--- src/rtl/sti_arb2_pkg.sv ---
// Shared definitions for the two-master STI arbiter: default widths,
// arbiter state encoding and master ids.
package sti_arb2_pkg;

  localparam int STI_AW = 16;
  localparam int STI_DW = 16;

  typedef enum logic [1:0] {
    ST_IDLE  = 2'd0,
    ST_BUSY0 = 2'd1,
    ST_BUSY1 = 2'd2
  } st_e;

  localparam logic MST_M0 = 1'b0;
  localparam logic MST_M1 = 1'b1;

endpackage

--- src/rtl/sti_arb2_slot.sv ---
// One master's request slot: captures a single-cycle STI request, tracks
// pending/in-flight status and flags a request that arrives while occupied.
module sti_slot #(
  parameter int AW = 16,
  parameter int DW = 16
) (
  input  logic          clk,
  input  logic          arst_n,
  input  logic          init_txn,
  input  logic          wtxn,
  input  logic [AW-1:0] addr,
  input  logic [DW-1:0] wdata,
  input  logic          grant,
  input  logic          done,
  output logic          pend,
  output logic          inflight,
  output logic          q_wtxn,
  output logic [AW-1:0] q_addr,
  output logic [DW-1:0] q_wdata,
  output logic          dbl
);

  logic busy, take;

  // A completing slot is free again in its rdy cycle, so a new request
  // arriving then is captured rather than flagged.
  always_comb begin
    busy = pend | inflight;
    take = init_txn & (~busy | done);
    dbl  = init_txn & busy & ~done;
  end

  // Capture register and pend -> inflight -> empty lifecycle.
  always_ff @(posedge clk or negedge arst_n) begin
    if (!arst_n) begin
      pend     <= 1'b0;
      inflight <= 1'b0;
      q_wtxn   <= 1'b0;
      q_addr   <= '0;
      q_wdata  <= '0;
    end else if (take) begin
      pend     <= 1'b1;
      inflight <= 1'b0;
      q_wtxn   <= wtxn;
      q_addr   <= addr;
      q_wdata  <= wdata;
    end else begin
      if (grant) begin
        pend     <= 1'b0;
        inflight <= 1'b1;
      end
      if (done) inflight <= 1'b0;
    end
  end

endmodule

--- src/rtl/sti_arb2.sv ---
// Two-master to one-slave STI arbiter. Requests are latched per master,
// one is granted and replayed to the slave, and the completion is routed
// back to the owning master only.
module sti_arb2
  import sti_arb2_pkg::*;
#(
  parameter int AW        = STI_AW,
  parameter int DW        = STI_DW,
  parameter int FIXED_PRI = 0
) (
  input  logic          clk,
  input  logic          arst_n,
  input  logic          m0_init_txn,
  input  logic          m0_wtxn,
  input  logic [AW-1:0] m0_addr,
  input  logic [DW-1:0] m0_wdata,
  output logic [DW-1:0] m0_rdata,
  output logic          m0_rdy,
  input  logic          m1_init_txn,
  input  logic          m1_wtxn,
  input  logic [AW-1:0] m1_addr,
  input  logic [DW-1:0] m1_wdata,
  output logic [DW-1:0] m1_rdata,
  output logic          m1_rdy,
  output logic          s_init_txn,
  output logic          s_wtxn,
  output logic [AW-1:0] s_addr,
  output logic [DW-1:0] s_wdata,
  input  logic [DW-1:0] s_rdata,
  input  logic          s_rdy,
  output logic          err
);

  st_e st, st_nxt;
  logic last;

  logic [1:0]         init, wtxn, pend, inflight, q_wtxn, dbl, grant, done;
  logic [1:0][AW-1:0] addr, q_addr;
  logic [1:0][DW-1:0] wdata, q_wdata;
  logic               gnt_id, sel, drive;

  assign init  = {m1_init_txn, m0_init_txn};
  assign wtxn  = {m1_wtxn, m0_wtxn};
  assign addr  = {m1_addr, m0_addr};
  assign wdata = {m1_wdata, m0_wdata};

  for (genvar i = 0; i < 2; i++) begin : g_slot
    sti_slot #(.AW(AW), .DW(DW)) u_slot (
      .clk      (clk),
      .arst_n   (arst_n),
      .init_txn (init[i]),
      .wtxn     (wtxn[i]),
      .addr     (addr[i]),
      .wdata    (wdata[i]),
      .grant    (grant[i]),
      .done     (done[i]),
      .pend     (pend[i]),
      .inflight (inflight[i]),
      .q_wtxn   (q_wtxn[i]),
      .q_addr   (q_addr[i]),
      .q_wdata  (q_wdata[i]),
      .dbl      (dbl[i])
    );
  end

  // Arbitration and transaction sequencing; the slave bus is driven from
  // the granted slot in the grant cycle and from the owner while busy.
  always_comb begin
    st_nxt     = st;
    grant      = '0;
    done       = '0;
    s_init_txn = 1'b0;
    sel        = MST_M0;
    drive      = 1'b0;
    gnt_id     = MST_M0;
    if (pend[0] && pend[1]) gnt_id = (FIXED_PRI != 0) ? MST_M0 : ~last;
    else if (pend[1])       gnt_id = MST_M1;
    case (st)
      ST_IDLE: begin
        if (|pend) begin
          s_init_txn     = 1'b1;
          sel            = gnt_id;
          drive          = 1'b1;
          grant[gnt_id]  = 1'b1;
          st_nxt         = gnt_id ? ST_BUSY1 : ST_BUSY0;
        end
      end
      ST_BUSY0, ST_BUSY1: begin
        sel   = (st == ST_BUSY1);
        drive = 1'b1;
        if (s_rdy) begin
          done[sel] = 1'b1;
          st_nxt    = ST_IDLE;
        end
      end
      default: st_nxt = ST_IDLE;
    endcase
  end

  assign s_wtxn   = drive & q_wtxn[sel];
  assign s_addr   = drive ? q_addr[sel]  : '0;
  assign s_wdata  = drive ? q_wdata[sel] : '0;
  assign m0_rdy   = done[0];
  assign m1_rdy   = done[1];
  assign m0_rdata = done[0] ? s_rdata : '0;
  assign m1_rdata = done[1] ? s_rdata : '0;

  // State, round-robin pointer (M1 after reset so M0 wins the first tie)
  // and sticky double-issue flag.
  always_ff @(posedge clk or negedge arst_n) begin
    if (!arst_n) begin
      st   <= ST_IDLE;
      last <= MST_M1;
      err  <= 1'b0;
    end else begin
      st <= st_nxt;
      if (|grant) last <= gnt_id;
      if (|dbl)   err  <= 1'b1;
    end
  end

endmodule

--- config.mk ---
export PLATFORM = sky130hd
export DESIGN_NAME = sti_arb2
export DESIGN_NICKNAME = d
export VERILOG_FILES = /design/src/rtl/sti_arb2_pkg.sv /design/src/rtl/sti_arb2_slot.sv /design/src/rtl/sti_arb2.sv
export SDC_FILE = /design/constraint.sdc
export NUM_CORES = 1
export LEC_CHECK = 0
export BUFFER_PORTS_ARGS = -buffer_cell sky130_fd_sc_hd__buf_2
export CAP_MARGIN = 0
export CORE_MARGIN = 2
export CORE_UTILIZATION = 45
export CTS_CLUSTER_DIAMETER = 80
export DETAILED_ROUTE_END_ITERATION = 12
export PLACE_DENSITY = 0.74
export SLEW_MARGIN = 20
export SYNTH_ARGS = -nofsm -noshare
export SYNTH_HDL_FRONTEND = slang
export SYNTH_SLANG_ARGS = --single-unit
--- constraint.sdc ---
create_clock -name clk -period 2.3 [get_ports clk]
set_input_delay 0 -clock clk [delete_from_list [all_inputs] [get_ports clk]]
set_output_delay 0 -clock clk [all_outputs]
set_load 0.01 [all_outputs]
Yosys cells after proc, flatten, opt, wreduce, memory -nomap -nowiden
Index checks and enable logic that the tools add are counted. W data, S select, Z words.

Eq/ne operators: 4. Bitwise operators: 16. Reduce and logical (&&, ||, !) cells: 13. Muxes and demuxes: 39. Order comparisons: 5.

Operators with widths (count): $mux W16 (8); $mux W1 (19); $mux W2 (7); $reduce_or A2 Y1 (4); $and A1 B1 Y1 (7); $lt A1 B2 Y1 const B (3); $reduce_bool A3 Y1 (2); $not A1 Y1 (5); $ne A2 B2 Y1 const B (2); $or A1 B1 Y1 (4); $pmux W1 S2 (2); $pmux W2 S2 (1); $reduce_bool A2 Y1 (2); $logic_and A1 B1 Y1 (3); $demux W1 S1 (2); $eq A2 B1 Y1 const B (1); $eq A2 B2 Y1 const B (1); $ge A1 B1 Y1 const B (2); $logic_not A2 Y1 (1); $reduce_and A2 Y1 (1).

Register bits after elaboration: 74. Word-level logic and storage cells: 90. Output and inout bits: 69.

Longest topological paths before layout
Depth after elaboration: 11. Depth in mapped cells: 8. Mapped depth without buffers: 5.

By module
From an unflattened synthesis, not the netlist that was laid out.

Cell total of the unflattened synthesis: 421. Area total of the unflattened synthesis: 4475.5 um^2.

By module, submodules not included: sti_slot (area an instance 1350.0 um^2, instances 2, cells an instance 79); sti_arb2 (area an instance 1775.5 um^2, instances 1, cells an instance 263).

Worst setup path before layout
Ideal clock, no wire load.

Path kind: register -> register. Start point: reg st[1]. End point: reg g_slot[0].u_slot.q_addr[10]. Setup time: 0.125 ns. Stages on the path, launching flop included: 8. Path slack: 0.168 ns. Period minus slack after synthesis: 2.132 ns. Data arrival time: 2.007 ns. Data required time: 2.175 ns. Path through: dfrtp_1 -> inv_2 -> clkbuf_1 -> ha_1 -> and3b_4 -> o21ai_4 -> buf_8 -> mux2_4.

Longest elaborated chain between the ends: 9. Elaborated cells on any way between the ends: 12. Classes of those cells: order compare: 2; eq/ne: 2; mux: 4; bitwise: 2; reduce/logical: 2.

Ends and longest elaborated chain: start: declaration (RTL line sti_arb2.sv:34) `st_e st, st_nxt;`; start signal: assignment (RTL line sti_arb2.sv:116) `st <= st_nxt;`; $eq A2 B2 Y1 (RTL line sti_arb2.sv:78, sti_arb2.sv:89); $lt A1 B2 Y1 (not written as such) / $ge A1 B1 Y1 (equally long branches) (RTL line sti_arb2.sv:92) `done[sel] = 1'b1;`; $logic_and A1 B1 Y1 (not written as such) (RTL line sti_arb2.sv:92); $mux W1 (not written as such) (RTL line sti_arb2.sv:92); $demux W1 S1 (RTL line sti_arb2.sv:92); $mux W2 (RTL line sti_arb2.sv:91) `if (s_rdy) begin`; $mux W2 * (RTL line sti_arb2.sv:78) `case (st)`; $or A1 B1 Y1 * (RTL line sti_arb2_slot.sv:29) `take = init_txn & (~busy | done);`; $and A1 B1 Y1 * (RTL line sti_arb2_slot.sv:29); end signal: assignment (RTL line sti_arb2_slot.sv:45) `q_addr <= addr;`; end: declaration (RTL line sti_arb2_slot.sv:18) `output logic [AW-1:0] q_addr,`.

Mark *: on every way between the ends. The rest lies on a longest branch, timed or not. A chain may end at the register's enable or synchronous reset.

Final worst setup path
Start point: reg st[0]. End point: out s_wtxn.

Longest elaborated chain between the ends: 6. Elaborated cells on any way between the ends: 9. Classes of those cells: eq/ne: 2; mux: 4; bitwise: 1; reduce/logical: 2.

Ends and longest elaborated chain: $eq A2 B2 Y1 / $eq A2 B1 Y1 (equally long branches) (RTL line sti_arb2.sv:78, sti_arb2.sv:89); $reduce_or A2 Y1 (RTL line sti_arb2.sv:78); $pmux W1 S2 (RTL line sti_arb2.sv:78); $mux W1 (not written as such) (2 in a row) (RTL line sti_arb2.sv:100) `assign s_wtxn = drive & q_wtxn[sel];`; $and A1 B1 Y1 * (RTL line sti_arb2.sv:100); end: declaration (RTL line sti_arb2.sv:26) `output logic s_wtxn,`.

Mark *: on every way between the ends. The rest lies on a longest branch, timed or not. The select of a mux whose other input is x is not followed.

==> impl_metrics.env <==
export IMPL_track_usage_pct=26.13
export IMPL_min_period_ns=2.221
export IMPL_drive_above_1_share_pct=43.81
export IMPL_rsz0062_at_grt="no"
export IMPL_grt_max_degree=75
export IMPL_max_stage_delay_ns=0.44
export IMPL_ys_ff_latch=74
export IMPL_drv_slew=0
export IMPL_critPathMaxFanout=16
export IMPL_swShare_pct=43.52
export IMPL_synth_area_um2=4329
export IMPL_finClkSkew_ns=0.009452
export IMPL_drc=0
export IMPL_clk_latency_ns=0.36
export IMPL_yosys_warnings=0
export IMPL_cts_root_buffer="clkbuf_8"
export IMPL_dieHeight_um=102.1
export IMPL_numPortBuffers=155
export IMPL_r2r_slack_ns=0.30
export IMPL_critPathCaptureType="primary output"
export IMPL_vias=4216
export IMPL_detail_route_antenna_nets=0
export IMPL_die_area_um2=10420
export IMPL_fin_nets=683
export IMPL_hold_violations=0
export IMPL_pin_count=156
export IMPL_wl_per_cell_um=18.74
export IMPL_initial_core_util_pct=46.63
export IMPL_worst_slew_pin_slew_ns=0.9718
export IMPL_intPower_mw=4.708
export IMPL_p_seq_share_pct=30.6
export IMPL_min_to="st[0]"
export IMPL_min_path_type="in -> reg"
export IMPL_numCtsBuffers=9
export IMPL_cp_start_kind="register"
export IMPL_syn_nets=477
export IMPL_p_switching_mw=3.627
export IMPL_core_area_um2=9284
export IMPL_slew_headroom_pct=35.21
export IMPL_grt_antenna_before_repair=0
export IMPL_std_cell_rows=35
export IMPL_crit_chain="inv_1 > ha_4 > a21boi_4 > clkbuf_16 > nand4_1 > a31oi_1 > buf_2"
export IMPL_final_setup_tns_ns=0
export IMPL_tritoncts="done"
export IMPL_grt_pass1_wl_mm=21.16
export IMPL_n_fill_cell=726
export IMPL_arrival_ns=2.22
export IMPL_cts_buffer_depth=2
export IMPL_yosysSeqAreaShare_pct=42.80
export IMPL_fp_dieW_um=102.1
export IMPL_cts_sinks=74
export IMPL_area_delta_synth_final_pct=42.14
export IMPL_max_freq_mhz=450.3
export IMPL_setup_violations_final=0
export IMPL_dpl_hpwl_mm=7.645
export IMPL_finalWirelength_mm=13.62
export IMPL_synth_area_per_cell_um2=11.19
export IMPL_antenna_cells=0
export IMPL_outcome="completed"
export IMPL_cp_data_required_time_ns=2.30
export IMPL_rr_endpoint="g_slot[1].u_slot.q_wdata[9]"
export IMPL_leakagePower_nw=2.862
export IMPL_p_comb_share_pct=58.0
export IMPL_ir_drop_uv=607.0
export IMPL_drtPass1Iterations=5
export IMPL_yosysUniqueCellTypes=37
export IMPL_place_congestion=0.8174
export IMPL_worstSetupPathType="reg -> out"
export IMPL_clkTransAtPathRegs_ns=0.08
export IMPL_maxCapViolCount=0
export IMPL_overflow=0
export IMPL_clkPwrFrac_pct=11.5
export IMPL_drtIter0Drc=258
export IMPL_power_density_nw_per_um2=1355
export IMPL_cpMaxStageDelayCell="dfrtp_1"
export IMPL_synthCells=387
export IMPL_timing_rr_start="st[0]"
export IMPL_via_per_inst=5.799
export IMPL_power_total_mw=8.335
export IMPL_grt_pass1_vias=4226
export IMPL_period_share_pct=96.56
export IMPL_whs_path_depth=3
export IMPL_hp_start="s_rdy"
export IMPL_htreeDepth=3
export IMPL_ff2ff_path_depth=6
==> worst max path at each step <==
stage                      from                     endpoint  slack (ns)
after CTS                 st[0]                   s_addr[11]       0.001
after detailed placement  st[0]   g_slot[0].u_slot.q_addr[0]        0.26
after global routing      st[0]                    s_addr[7]        0.02
after global placement    st[0]   g_slot[0].u_slot.q_addr[2]        0.30
final                     st[0]                       s_wtxn        0.08
after floorplan           st[1]  g_slot[0].u_slot.q_addr[10]        0.17
==> layout make-up <==
class / count / area (um^2) / area share [%]
clock inverter: 5 / 37.54 / 0.6100
clock buffer: 11 / 141.4 / 2.298
tap: 129 / 161.4 / 2.623
timing repair buffer: 239 / 1662 / 27.00
inverter: 4 / 15.01 / 0.2440
sequential: 74 / 1853 / 30.11
multi-input combinational: 265 / 2283 / 37.11
==> cell usage in the layout (no fill, tap or decap), types with 2 or more instances in the layout <==
cell type      count
dlygate4sd3_1     69
buf_2            154
and3_1            16
a31oi_1           32
clkinvlp_4         2
a31oi_2            2
dfrtp_1           73
mux2_4            29
o211ai_1          33
buf_12             5
a22oi_1           33
a21oi_1            4
buf_4             10
nor2_1             5
and2_1            18
nand4_1           33
nand2_1            2
o21bai_4           2
clkbuf_8          10
o21ai_4            2
inv_1              3
ha_1               2
mux2_2            36
==> layer usage <==
metal  part of all wire [%]  track usage [%]
met1                     41            32.21
met2                     49            46.20
met3                    6.7            3.625
met4                    3.1            10.46
met5                      0                0
==> power by group through the flow <==
| stage | Combinational [mW] | Sequential (mW) | Clock (mW) |
|---|---|---|---|
| 2_1_floorplan | 3.17 | 2.36 | 0 |
| 3_3_place_gp | 4.33 | 2.50 | 0 |
| 3_5_place_dp | 4.43 | 2.54 | 0 |
| 4_1_cts | 4.63 | 2.51 | 0.958 |
| 5_1_grt | 5.21 | 2.64 | 1.01 |
| 6_report | 4.83 | 2.55 | 0.957 |
==> per-stage QoR <==
step / util, % / hold slack, ns / std cells / area, um^2 / worst slack, ns
floorplan: - / -0.2956 / 387 / 4329 / 0.1678
global placement: 56.09 / 0.2088 / 639 / 5207 / 0.3015
detailed placement: 56.09 / 0.2106 / 639 / 5207 / 0.2629
CTS: 65.69 / 0.2459 / 725 / 6098 / 0.001436
global route: 66.28 / 0.2991 / 727 / 6153 / 0.01875
finish: 66.28 / 0.2710 / 727 / 6153 / 0.07913
==> Yosys cell counts, drive strengths merged <==
cell type	n	area share, %
a21oi	4	0.46
a21boi	1	0.26
inv	4	0.35
dfrtp	73	42
mux2	66	20
nor2b	2	0.29
nand2b	1	0.14
o21ai	3	0.87
nor2	5	0.43
nand2	2	0.17
and2	19	2.7
a21bo	1	0.23
buf	25	4.0
o21a	1	0.17
a221o	1	0.23
clkbuf	20	1.7
o21bai	1	0.17
o22ai	1	0.14
a31oi	34	4.9
a22oi	33	5.7
o32ai	1	0.20
and3b	1	0.29
nand4	33	4.8
and3	16	2.3
a22o	1	0.20
o211ai	33	5.7
nand3	1	0.12
ha	3	0.87
dfstp	1	0.61
==> repair_timing <==
| item | 4_1_cts | 5_1_grt |
|---|---|---|
| resized for setup | 2 | 3 |
| pin swaps | 1 | 0 |
| hold buffers | 69 | 0 |
| cloned | 1 | 1 |
| setup buffers | 0 | 1 |
| endpoints found under the hold margin | 140 | 0 |
| endpoints found under the setup margin | 33 | 30 |
==> state kept, by name (all words and copies together), names as in the netlist <==
register,cells
err,1
g_slot.u_slot.inflight,2
g_slot.u_slot.pend,2
g_slot.u_slot.q_addr,32
g_slot.u_slot.q_wdata,32
g_slot.u_slot.q_wtxn,2
last,1
st,2
==> cell families (layout without fill, tap and decap cells) <==
group / Yosys count / after routing / synth area share [%]
AO/OA/AOI/OAI: 115 / 116 / 19.31
adder cells (fa/ha/maj): 3 / 3 / 0.8671
buffers and inverters: 49 / 259 / 6.069
flip-flops: 74 / 74 / 42.80
multiplexers: 66 / 66 / 19.68
AND/OR/NAND/NOR: 80 / 80 / 11.27
==> worst max-delay path: cells and delay by family (launching register included) <==
kind	cells	cell delay (ns)
flops	1	0.44
compound gates	2	0.52
simple gates	1	0.11
buf+inv	3	0.58
fa+ha+maj	1	0.21
(Power assumes the default switching activity.)
